**config.mk**
```make
export PLATFORM = sky130hd
export DESIGN_NAME = lights_sequencer
export DESIGN_NICKNAME = d
export VERILOG_FILES = /design/src/rtl/lights_pkg.sv /design/src/rtl/lights_sequencer_hold_counter.sv /design/src/rtl/lights_sequencer.sv
export SDC_FILE = /design/constraint.sdc
export NUM_CORES = 1
export LEC_CHECK = 0
export BUFFER_PORTS_ARGS = -buffer_cell sky130_fd_sc_hd__buf_2
export CAP_MARGIN = 20
export CELL_PAD_IN_SITES_DETAIL_PLACEMENT = 0
export CELL_PAD_IN_SITES_GLOBAL_PLACEMENT = 1
export CORE_ASPECT_RATIO = 2
export CORE_MARGIN = 10
export CORE_UTILIZATION = 30
export CTS_BUF_LIST = sky130_fd_sc_hd__clkbuf_4 sky130_fd_sc_hd__clkbuf_8
export DETAILED_ROUTE_END_ITERATION = 10
export HOLD_SLACK_MARGIN = 0.06
export PLACE_DENSITY_LB_ADDON = 0.1
export REMOVE_ABC_BUFFERS = 1
export SYNTH_ARGS = -nofsm -noshare
export SYNTH_HDL_FRONTEND = slang
export SYNTH_SLANG_ARGS = --single-unit
```
**constraint.sdc**
```tcl
create_clock -name clk -period 3 [get_ports clk]
set_clock_uncertainty 0.1 [all_clocks]
set_input_delay 0.6 -clock clk [delete_from_list [all_inputs] [get_ports clk]]
set_output_delay 0.6 -clock clk [all_outputs]
set_load 0.03 [all_outputs]
```
**src/rtl/lights_pkg.sv**
```systemverilog
// Shared types and default sizes for the start-light chain
// (tick generator, sequencer, reaction timer).
package lights_pkg;

  localparam int LP_NUM_LIGHTS = 10;
  localparam int LP_HOLD_W     = 14;

  typedef enum logic [1:0] {
    ST_IDLE,
    ST_FILL,
    ST_HOLD
  } state_e;

endpackage

```
**src/rtl/lights_sequencer_hold_counter.sv**
```systemverilog
// Loadable down-counter for the all-lit hold phase.
// Saturates at zero; zero flag is taken from the register.
module hold_counter
  import lights_pkg::*;
#(
  parameter int HOLD_W = LP_HOLD_W
) (
  input  logic              clk,
  input  logic              rst_n,
  input  logic              load,
  input  logic [HOLD_W-1:0] load_val,
  input  logic              dec,
  output logic              zero
);

  logic [HOLD_W-1:0] cnt_q;
  logic [HOLD_W-1:0] cnt_d;

  always_comb begin
    cnt_d = cnt_q;
    if (load) begin
      cnt_d = load_val;
    end else if (dec && (cnt_q != '0)) begin
      cnt_d = cnt_q - 1'b1;
    end
  end

  always_ff @(posedge clk) begin
    if (!rst_n) begin
      cnt_q <= '0;
    end else begin
      cnt_q <= cnt_d;
    end
  end

  assign zero = (cnt_q == '0);

endmodule

```
**src/rtl/lights_sequencer.sv**
```systemverilog
// Start-light sequencer: fills lights one per tick, holds,
// then drops them all and pulses lights_off.
module lights_sequencer
  import lights_pkg::*;
#(
  parameter int NUM_LIGHTS = LP_NUM_LIGHTS,
  parameter int HOLD_W     = LP_HOLD_W
) (
  input  logic                  clk,
  input  logic                  rst_n,
  input  logic                  tick,
  input  logic                  trigger,
  input  logic [HOLD_W-1:0]     hold_ticks,
  output logic [NUM_LIGHTS-1:0] ledr,
  output logic                  lights_off,
  output logic                  busy
);

  state_e                state_q;
  state_e                state_d;
  logic [NUM_LIGHTS-1:0] ledr_q;
  logic [NUM_LIGHTS-1:0] ledr_d;
  logic                  lights_off_q;
  logic                  lights_off_d;
  logic [HOLD_W-1:0]     hold_reg_q;
  logic [HOLD_W-1:0]     hold_reg_d;
  logic                  cnt_load;
  logic                  cnt_dec;
  logic                  cnt_zero;

  hold_counter #(
    .HOLD_W(HOLD_W)
  ) u_hold_counter (
    .clk     (clk),
    .rst_n   (rst_n),
    .load    (cnt_load),
    .load_val(hold_reg_q),
    .dec     (cnt_dec),
    .zero    (cnt_zero)
  );

  always_comb begin
    state_d      = state_q;
    ledr_d       = ledr_q;
    lights_off_d = 1'b0;
    hold_reg_d   = hold_reg_q;
    cnt_load     = 1'b0;
    cnt_dec      = 1'b0;
    unique case (state_q)
      ST_IDLE: begin
        ledr_d = '0;
        // A tick coinciding with the accept is deliberately dropped.
        if (trigger) begin
          state_d    = ST_FILL;
          hold_reg_d = hold_ticks;
        end
      end
      ST_FILL: begin
        if (tick) begin
          ledr_d = {ledr_q[NUM_LIGHTS-2:0], 1'b1};
          if (&ledr_d) begin
            state_d  = ST_HOLD;
            cnt_load = 1'b1;
          end
        end
      end
      ST_HOLD: begin
        if (tick) begin
          if (cnt_zero) begin
            ledr_d       = '0;
            lights_off_d = 1'b1;
            state_d      = ST_IDLE;
          end else begin
            cnt_dec = 1'b1;
          end
        end
      end
      default: begin
        state_d = ST_IDLE;
        ledr_d  = '0;
      end
    endcase
  end

  always_ff @(posedge clk) begin
    if (!rst_n) begin
      state_q      <= ST_IDLE;
      ledr_q       <= '0;
      lights_off_q <= 1'b0;
      hold_reg_q   <= '0;
    end else begin
      state_q      <= state_d;
      ledr_q       <= ledr_d;
      lights_off_q <= lights_off_d;
      hold_reg_q   <= hold_reg_d;
    end
  end

  assign ledr       = ledr_q;
  assign lights_off = lights_off_q;
  assign busy       = (state_q != ST_IDLE);

endmodule

```
==> metrics, run 1 <==
status completed; Max Clk Rate around 460 MHz; Most Crowded Layer GR met2; CTS Hold Buffers Added 0; Worst Slack Setup Final ~0.82 ns; post-DP HPWL between 4 and 5 mm; fin nets 298; clock period minus worst slack between 2 and 2.5 ns; row cnt between 40 and 50; most frequent cell after synthesis nand2_1; Final Hold Fails 0; Port Buffers 29; Power Density ~440 nW/um^2; Register Area approximately 820 um^2; post-route setup TNS 0 ns; Non-Filler Instances approximately 370; Yosys Warn Count 0; Cell Int Power about 750 uW; Hold WS 0.3506 ns; crit path cell chain or4_1 > or3_4 > nor4_4 > mux2i_1 > o21ai_2; max-slew violation count 0; layout cells sized above 1 between 10% and 20%; via count around 1800; number of synthesized flops with an enable pin 0; total die area around 10000 um^2; Initial DRT Pass Iterations 4; Area Overhead vs Synth 17.98%; slowest stage delay, CP between 0.6 and 0.7 ns; GRT Residual Overflow 0; CTS tree yes; Ant. Diodes 0; post-route ant nets 0; Setup-failing EPs final 0; Period Utilization, post-route 72.62%; Worst Hold Launch hold_reg_q[0]$_SDFFE_PN0P_; Synth area leader dfxtp_1; Seq pwr share a little under three fifths; Max Cap Viol 0; Rel. slew slack between 50% and 60%; IO Pins 30; pre-CTS setup slack 0.4840 ns; Synth Flop Type dfxtp_1; Fillers approximately 750; synth top area cells dfxtp_1, nand2_1, a21oi_1; CP Max Fanout 5; Psw 254.0 uW; Total Power a little over 1000 uW; met1 GRT Util a little under an eighth; Post-Synthesis Cells roughly 250; # resized after CTS 0; Clock transition at path regs 0.08 ns; placed cells roughly 360; Crit path required time just over 3 ns; Unique masters post-synth 38; vias in the first global route roughly 1900; CTS root buf clkbuf_8; Routed WL 5.481 mm; GP Congestion between 0.7 and 0.8; FF-to-FF Start u_hold_counter.cnt_q[7]$_SDFFE_PN0P_; Worst R2R Setup Slack slightly above 0.8 ns; top-area cell type share of the netlist area 42.27%; worst slew pin tran around 0.73 ns; CP Data Arrival Time 2.26 ns; CP endpoint kind flip-flop; Synth Area per Inst roughly 7.9 um^2; CTS Buf Count 5; Leak roughly 0.00087 uW; clk buf depth 2; CORE AREA around 6300 um^2; clk sink count 41; WHS Endpoint u_hold_counter.cnt_q[0]$_SDFFE_PN0P_; Max rail drop VDD between 0.0002 and 0.0003 V; worst skew pair latency roughly 0.30 ns; Die W approximately 77 um; WL per Instance 14.98 um; Slowest-stage cell, CP or4_1; Iter 0 DRT Violations 71; die height approximately 130 um; synth cell count leaders nand2_1, dfxtp_1, a21oi_1, nor2_1, o21ai_1; GRT Total Usage ~11%; DRC viols 0; sw frac 25.24%; worst hold path stage count 2; footprint of the multi-input gates 1052 um^2; Comb power frac under 10%; worst hold path type flip-flop to flip-flop; CP Launch Type flip-flop; crit path kind flip-flop to flip-flop; global-route wire length before repair 9.246 mm; initial antenna violation count 0; largest net degree at the start of global routing 17; sequential fraction of the synthesis area a little over two fifths; Initial Util 30.78%; GR Util met3 between 2 and 3%; reg2reg end u_hold_counter.cnt_q[13]$_SDFFE_PN0P_; H-tree levels 2; Yosys reg bits a little over 40; Post-CTS Setup Bufs 0; Mapped Area slightly below 2000 um^2; met2 Usage GRT between 20 and 25%; RSZ-0062 raised after global routing no; r2r worst-path depth 5; clock share of power ~37%; vias per cell between 4 and 5; Post-synth ARST share 0%
worst max path at each step:
stage,start,slack (ns),to,cells past startpoint
floorplan,u_hold_counter.cnt_q[7]$_SDFFE_PN0P_,0.96,u_hold_counter.cnt_q[13]$_SDFFE_PN0P_,5
global placement,tick,0.55,u_hold_counter.cnt_q[4]$_SDFFE_PN0P_,5
detailed placement,tick,0.48,u_hold_counter.cnt_q[4]$_SDFFE_PN0P_,5
CTS,u_hold_counter.cnt_q[7]$_SDFFE_PN0P_,0.81,ledr[8]$_SDFFE_PN0P_,5
global route,u_hold_counter.cnt_q[0]$_SDFFE_PN0P_,0.63,ledr[8]$_SDFFE_PN0P_,8
finish,u_hold_counter.cnt_q[7]$_SDFFE_PN0P_,0.82,u_hold_counter.cnt_q[13]$_SDFFE_PN0P_,5
cell families (layout without fill, tap and decap cells):
group | count (synthesis) | count (layout) | synth area share (%)
AND/OR/NAND/NOR | 113 | 113 | 28.87
AO/OA/AOI/OAI | 54 | 54 | 14.95
flip-flops | 41 | 41 | 42.27
buffers and inverters | 18 | 51 | 3.544
multiplexers | 11 | 11 | 5.670
XOR/XNOR | 9 | 9 | 4.060
adder cells (fa/ha/maj) | 1 | 1 | 0.6442
per-stage QoR:
| step | utilization (%) | area, um^2 |
|---|---|---|
| 2_1_floorplan | - | 1899 |
| 5_1_grt | 36.31 | 2291 |
| 3_5_place_dp | 34.94 | 2205 |
| 3_3_place_gp | 34.94 | 2205 |
| 4_1_cts | 36.31 | 2291 |
| 6_report | 36.31 | 2291 |
sequential cells by signal, summed over array words and instances, names as in the netlist:
name / count
hold_reg_q: 14
ledr: 10
lights_off: 1
state_q: 2
u_hold_counter.cnt_q: 14
worst max-delay path: cells and delay by family, from the launching register on:
| kind | cells | cell delay [ns] |
|---|---|---|
| AOI/OAI and AO/OA | 1 | 0.06 |
| muxes | 1 | 0.26 |
| DFF | 1 | 0.35 |
| and+or+nand+nor | 3 | 1.28 |
layout by cell type (no fill, tap or decap), types with 2 or more instances in the layout:
cell	n
xnor2_1	9
inv_1	6
clkbuf_8	5
clkinv_2	2
or3_1	3
nor4_1	6
and3_1	2
nor3_1	4
dfxtp_1	41
nand2b_1	3
nand2_1	55
nand4_1	2
mux2i_1	11
buf_2	29
buf_4	7
nor2_1	20
or4_1	3
nor2b_1	3
o21ai_0	2
o21ai_1	12
a21oi_1	34
nand3_1	3
power groups by stage:
stage | Sequential, uW | Combinational [uW] | Clock [uW]
after floorplan | 576 | 33.8 | 0
after global placement | 577 | 70.4 | 0
after detailed placement | 577 | 70.9 | 0
after CTS | 564 | 71.2 | 387
after global routing | 566 | 78.1 | 410
final | 564 | 69.2 | 373
final cells by class:
type / count / area share [%]
Sequential cell: 41 / 35.83
Multi-Input combinational cell: 188 / 45.93
Timing Repair Buffer: 36 / 8.629
Clock inverter: 2 / 0.4369
Clock buffer: 6 / 3.332
Tap cell: 86 / 4.697
Inverter: 7 / 1.147
metal layers:
metal | share of wire, % | wire, um | up-vias
met5 | 0 | 0 | -
met3 | 2.5 | 137 | 7
li1 | - | - | 911
met1 | 39 | 2161 | 822
met2 | 55 | 3020 | 22
met4 | 2.9 | 161 | 0
No activity file was read; power rests on OpenSTA's default activity.
==> run 2, diff against run 1 <==
- ABC_AREA: not set -> 1
- clock period: 3 -> 1.9 ns (I/O delays scaled with it)
==> run 2 against run 1 <==
Against the previous run:
- total power rose to 2.7 times the previous value
- first-iteration DRC count decreased by 1.4%
- clock power is 73% higher
- via count rose by 18%
- hold slack worse by 0.13 ns
- synthesized area increased by 11%
- largest power group unchanged
- sequential power up 88%
- wire length increased by 8.5%
- final area is 12% higher
- fmax increased by 28%
- largest cell class unchanged
- final cell count rose by 24%
- die area rose by 8.4%
==> metrics, run 2 <==
Iter 0 DRT Violations 70 (-1.4%); Mapped Area 2148 um^2 (+11%); post-route setup TNS 0 ns (unchanged); status completed; Yosys reg bits 41 (unchanged); Synth Area per Inst 6.631 um^2 (-16%); Initial Util 30.95% (+0.18 points); worst slew pin tran 0.3794 ns (-0.3509 ns); post-route cell area 2566 um^2 (+12%); Synth Flop Type dfxtp_1; sw frac 38.19% (+13 points); RSZ-0062 raised after global routing no; GRT Residual Overflow 0 (unchanged); fin nets 383 (+29%); post-route ant nets 0 (unchanged); CTS tree yes; CTS root buf clkbuf_8; DRC viols 0 (unchanged); Power Density 1056 nW/um^2 (+140%); row cnt 43 (+4.9%); most frequent cell after synthesis nand2_1; CORE AREA 6940 um^2 (+10%); Period Utilization, post-route 89.46% (+17 points); CP Max Fanout 11 (+6); number of synthesized flops with an enable pin 0 (unchanged); CP Launch Type flip-flop; die height 139.7 um (+4.4%); Max Cap Viol 0 (unchanged); Ant. Diodes 0 (unchanged); Cell Int Power 1676 uW (+120%); GRT Total Usage 11.62% (+0.37 points); dpl cell area 2434 um^2 (+10%); Fillers 780 (+4.3%); commonest non-fill, non-tap cell in the layout nand2_1; H-tree levels 2 (unchanged); Unique masters post-synth 30 (-21%); max-slew violation count 0 (unchanged); Final Hold Fails 0 (unchanged); most frequent cells in the layout nand2_1, nor2_1, dfxtp_1; Clock transition at path regs 0.08 ns (about the same); Leak 0.001176 uW (+36%); layout cells sized above 1 19.18% (+1.7 points); synth cell count leaders nand2_1, nor2_1, dfxtp_1, inv_1, o21ai_0; via count 2072 (+18%); clock share of power 23.7% (-13 points); clock period minus worst slack 1.700 ns (-0.4789 ns); clk buf depth 2 (unchanged); total die area 11150 um^2 (+8.4%); CTS Buf Count 5 (unchanged); Routed WL 5.946 mm (+8.5%); Area Overhead vs Synth 19.45%; initial antenna violation count 0 (unchanged); Die W 79.84 um (+3.8%); Rel. slew slack 74.68% (+24 points); worst hold path type input port to flip-flop; Setup-failing EPs final 0 (unchanged); Max rail drop VDD 0.0008184 V (+190%); vias in the first global route 2137 (+14%); largest net degree at the start of global routing 26 (+9); IO Pins 30 (unchanged); Seq pwr share 39.3% (-17 points); Comb power frac 37.0% (+30 points); global-route wire length before repair 10.29 mm (+11%); clk sink count 41 (unchanged); Post-synth ARST share 0% (unchanged); CP endpoint kind flip-flop; crit path kind flip-flop to flip-flop; Psw 1035 uW (+310%); CP Data Arrival Time 1.84 ns (-0.42 ns); Crit path required time 2.04 ns (-1.04 ns); GP Congestion 0.7598 (+0.45%); Port Buffers 29 (unchanged); CTS Hold Buffers Added 0 (unchanged); worst skew pair latency 0.30 ns (about the same); Synth area leader dfxtp_1; sequential fraction of the synthesis area 38.21% (-4.1 points); post-DP HPWL 4.784 mm (+14%); Yosys Warn Count 0 (unchanged); Initial DRT Pass Iterations 4 (unchanged); synth top area cells dfxtp_1, nand2_1, nor2_1; WL per Instance 13.07 um (-13%); Post-Synthesis Cells 324 (+31%); Max Clk Rate 588.4 MHz (+28%); vias per cell 4.554 (-5.4%); top-area cell type share of the netlist area 38.21% (-4.1 points)
==> run 2: final cells by class <==
cell class	count	area, um^2	share of cell area (%)
Multi-Input combinational cell	239	1149	44.76
Sequential cell	41	820.8	31.98
Timing Repair Buffer	43	250.2	9.751
Inverter	34	132.6	5.168
Tap cell	90	112.6	4.388
Clock buffer	7	96.34	3.754
Clock inverter	1	5.005	0.1950
==> run 2: power by group through the flow <==
stage	combinational, uW	sequential, uW	clock (uW)
after floorplan	698	1080	0
after global placement	979	1090	0
after detailed placement	976	1090	0
after CTS	980	1070	681
after global routing	1180	1080	701
final	1000	1060	644
==> run 2: cells by family after synthesis <==
| kind of cell | Yosys count | share of synthesized area [%] |
|---|---|---|
| AO/OA/AOI/OAI | 54 | 13.10 |
| XOR/XNOR | 2 | 0.8155 |
| adder cells (fa/ha/maj) | 1 | 0.5823 |
| buffers and inverters | 44 | 9.260 |
| flip-flops | 41 | 38.21 |
| AND/OR/NAND/NOR | 182 | 38.03 |
==> run 2: worst paths after layout <==
path                                   startpoint                                    to  slack [ns]  cells after the start
min                                 hold_ticks[9]            hold_reg_q[9]$_SDFFE_PN0P_        0.22                      3
max reg2reg  u_hold_counter.cnt_q[0]$_SDFFE_PN0P_  u_hold_counter.cnt_q[9]$_SDFFE_PN0P_        0.20                     10
min reg2reg            hold_reg_q[3]$_SDFFE_PN0P_            hold_reg_q[3]$_SDFFE_PN0P_        0.35                      2
max          u_hold_counter.cnt_q[0]$_SDFFE_PN0P_  u_hold_counter.cnt_q[9]$_SDFFE_PN0P_        0.20                     10
==> run 2: routing by layer <==
layer	track usage [%]	vias up	wire [um]
li1	-	1105	-
met1	11.40	930	2230
met2	22.19	30	3421
met3	2.323	7	179
met4	4.757	0	114
met5	0	-	0
==> run 2: repair_timing <==
action,in CTS,in global routing
setup endpoints to repair,0,11
gates resized for setup,0,5
setup buffers,0,1
==> run 2: metrics by stage <==
| stage | total power (uW) | setup WS [ns] | utilization (%) | std cells | hold slack, ns |
|---|---|---|---|---|---|
| finish | 2711 | 0.2004 | 36.97 | 455 | 0.2227 |
| global route | 2962 | 0.01602 | 36.97 | 455 | 0.2272 |
| CTS | 2728 | 0.05156 | 36.52 | 454 | 0.2133 |
| detailed placement | 2064 | 0.07327 | 35.06 | 446 | 0.3351 |
| global placement | 2068 | 0.09566 | 35.06 | 446 | 0.3308 |
| floorplan | 1776 | 0.2034 | - | 314 | 0.3199 |
==> run 2: worst max-delay path: stages, from the launching register on <==
cell,delay (ns)
dfxtp_1,0.34
inv_1,0.09
ha_1,0.21
nand2_2,0.10
nor2_4,0.16
nand3_4,0.12
nand2_8,0.12
nand2_8,0.10
inv_6,0.11
nand2_1,0.05
a21oi_1,0.13
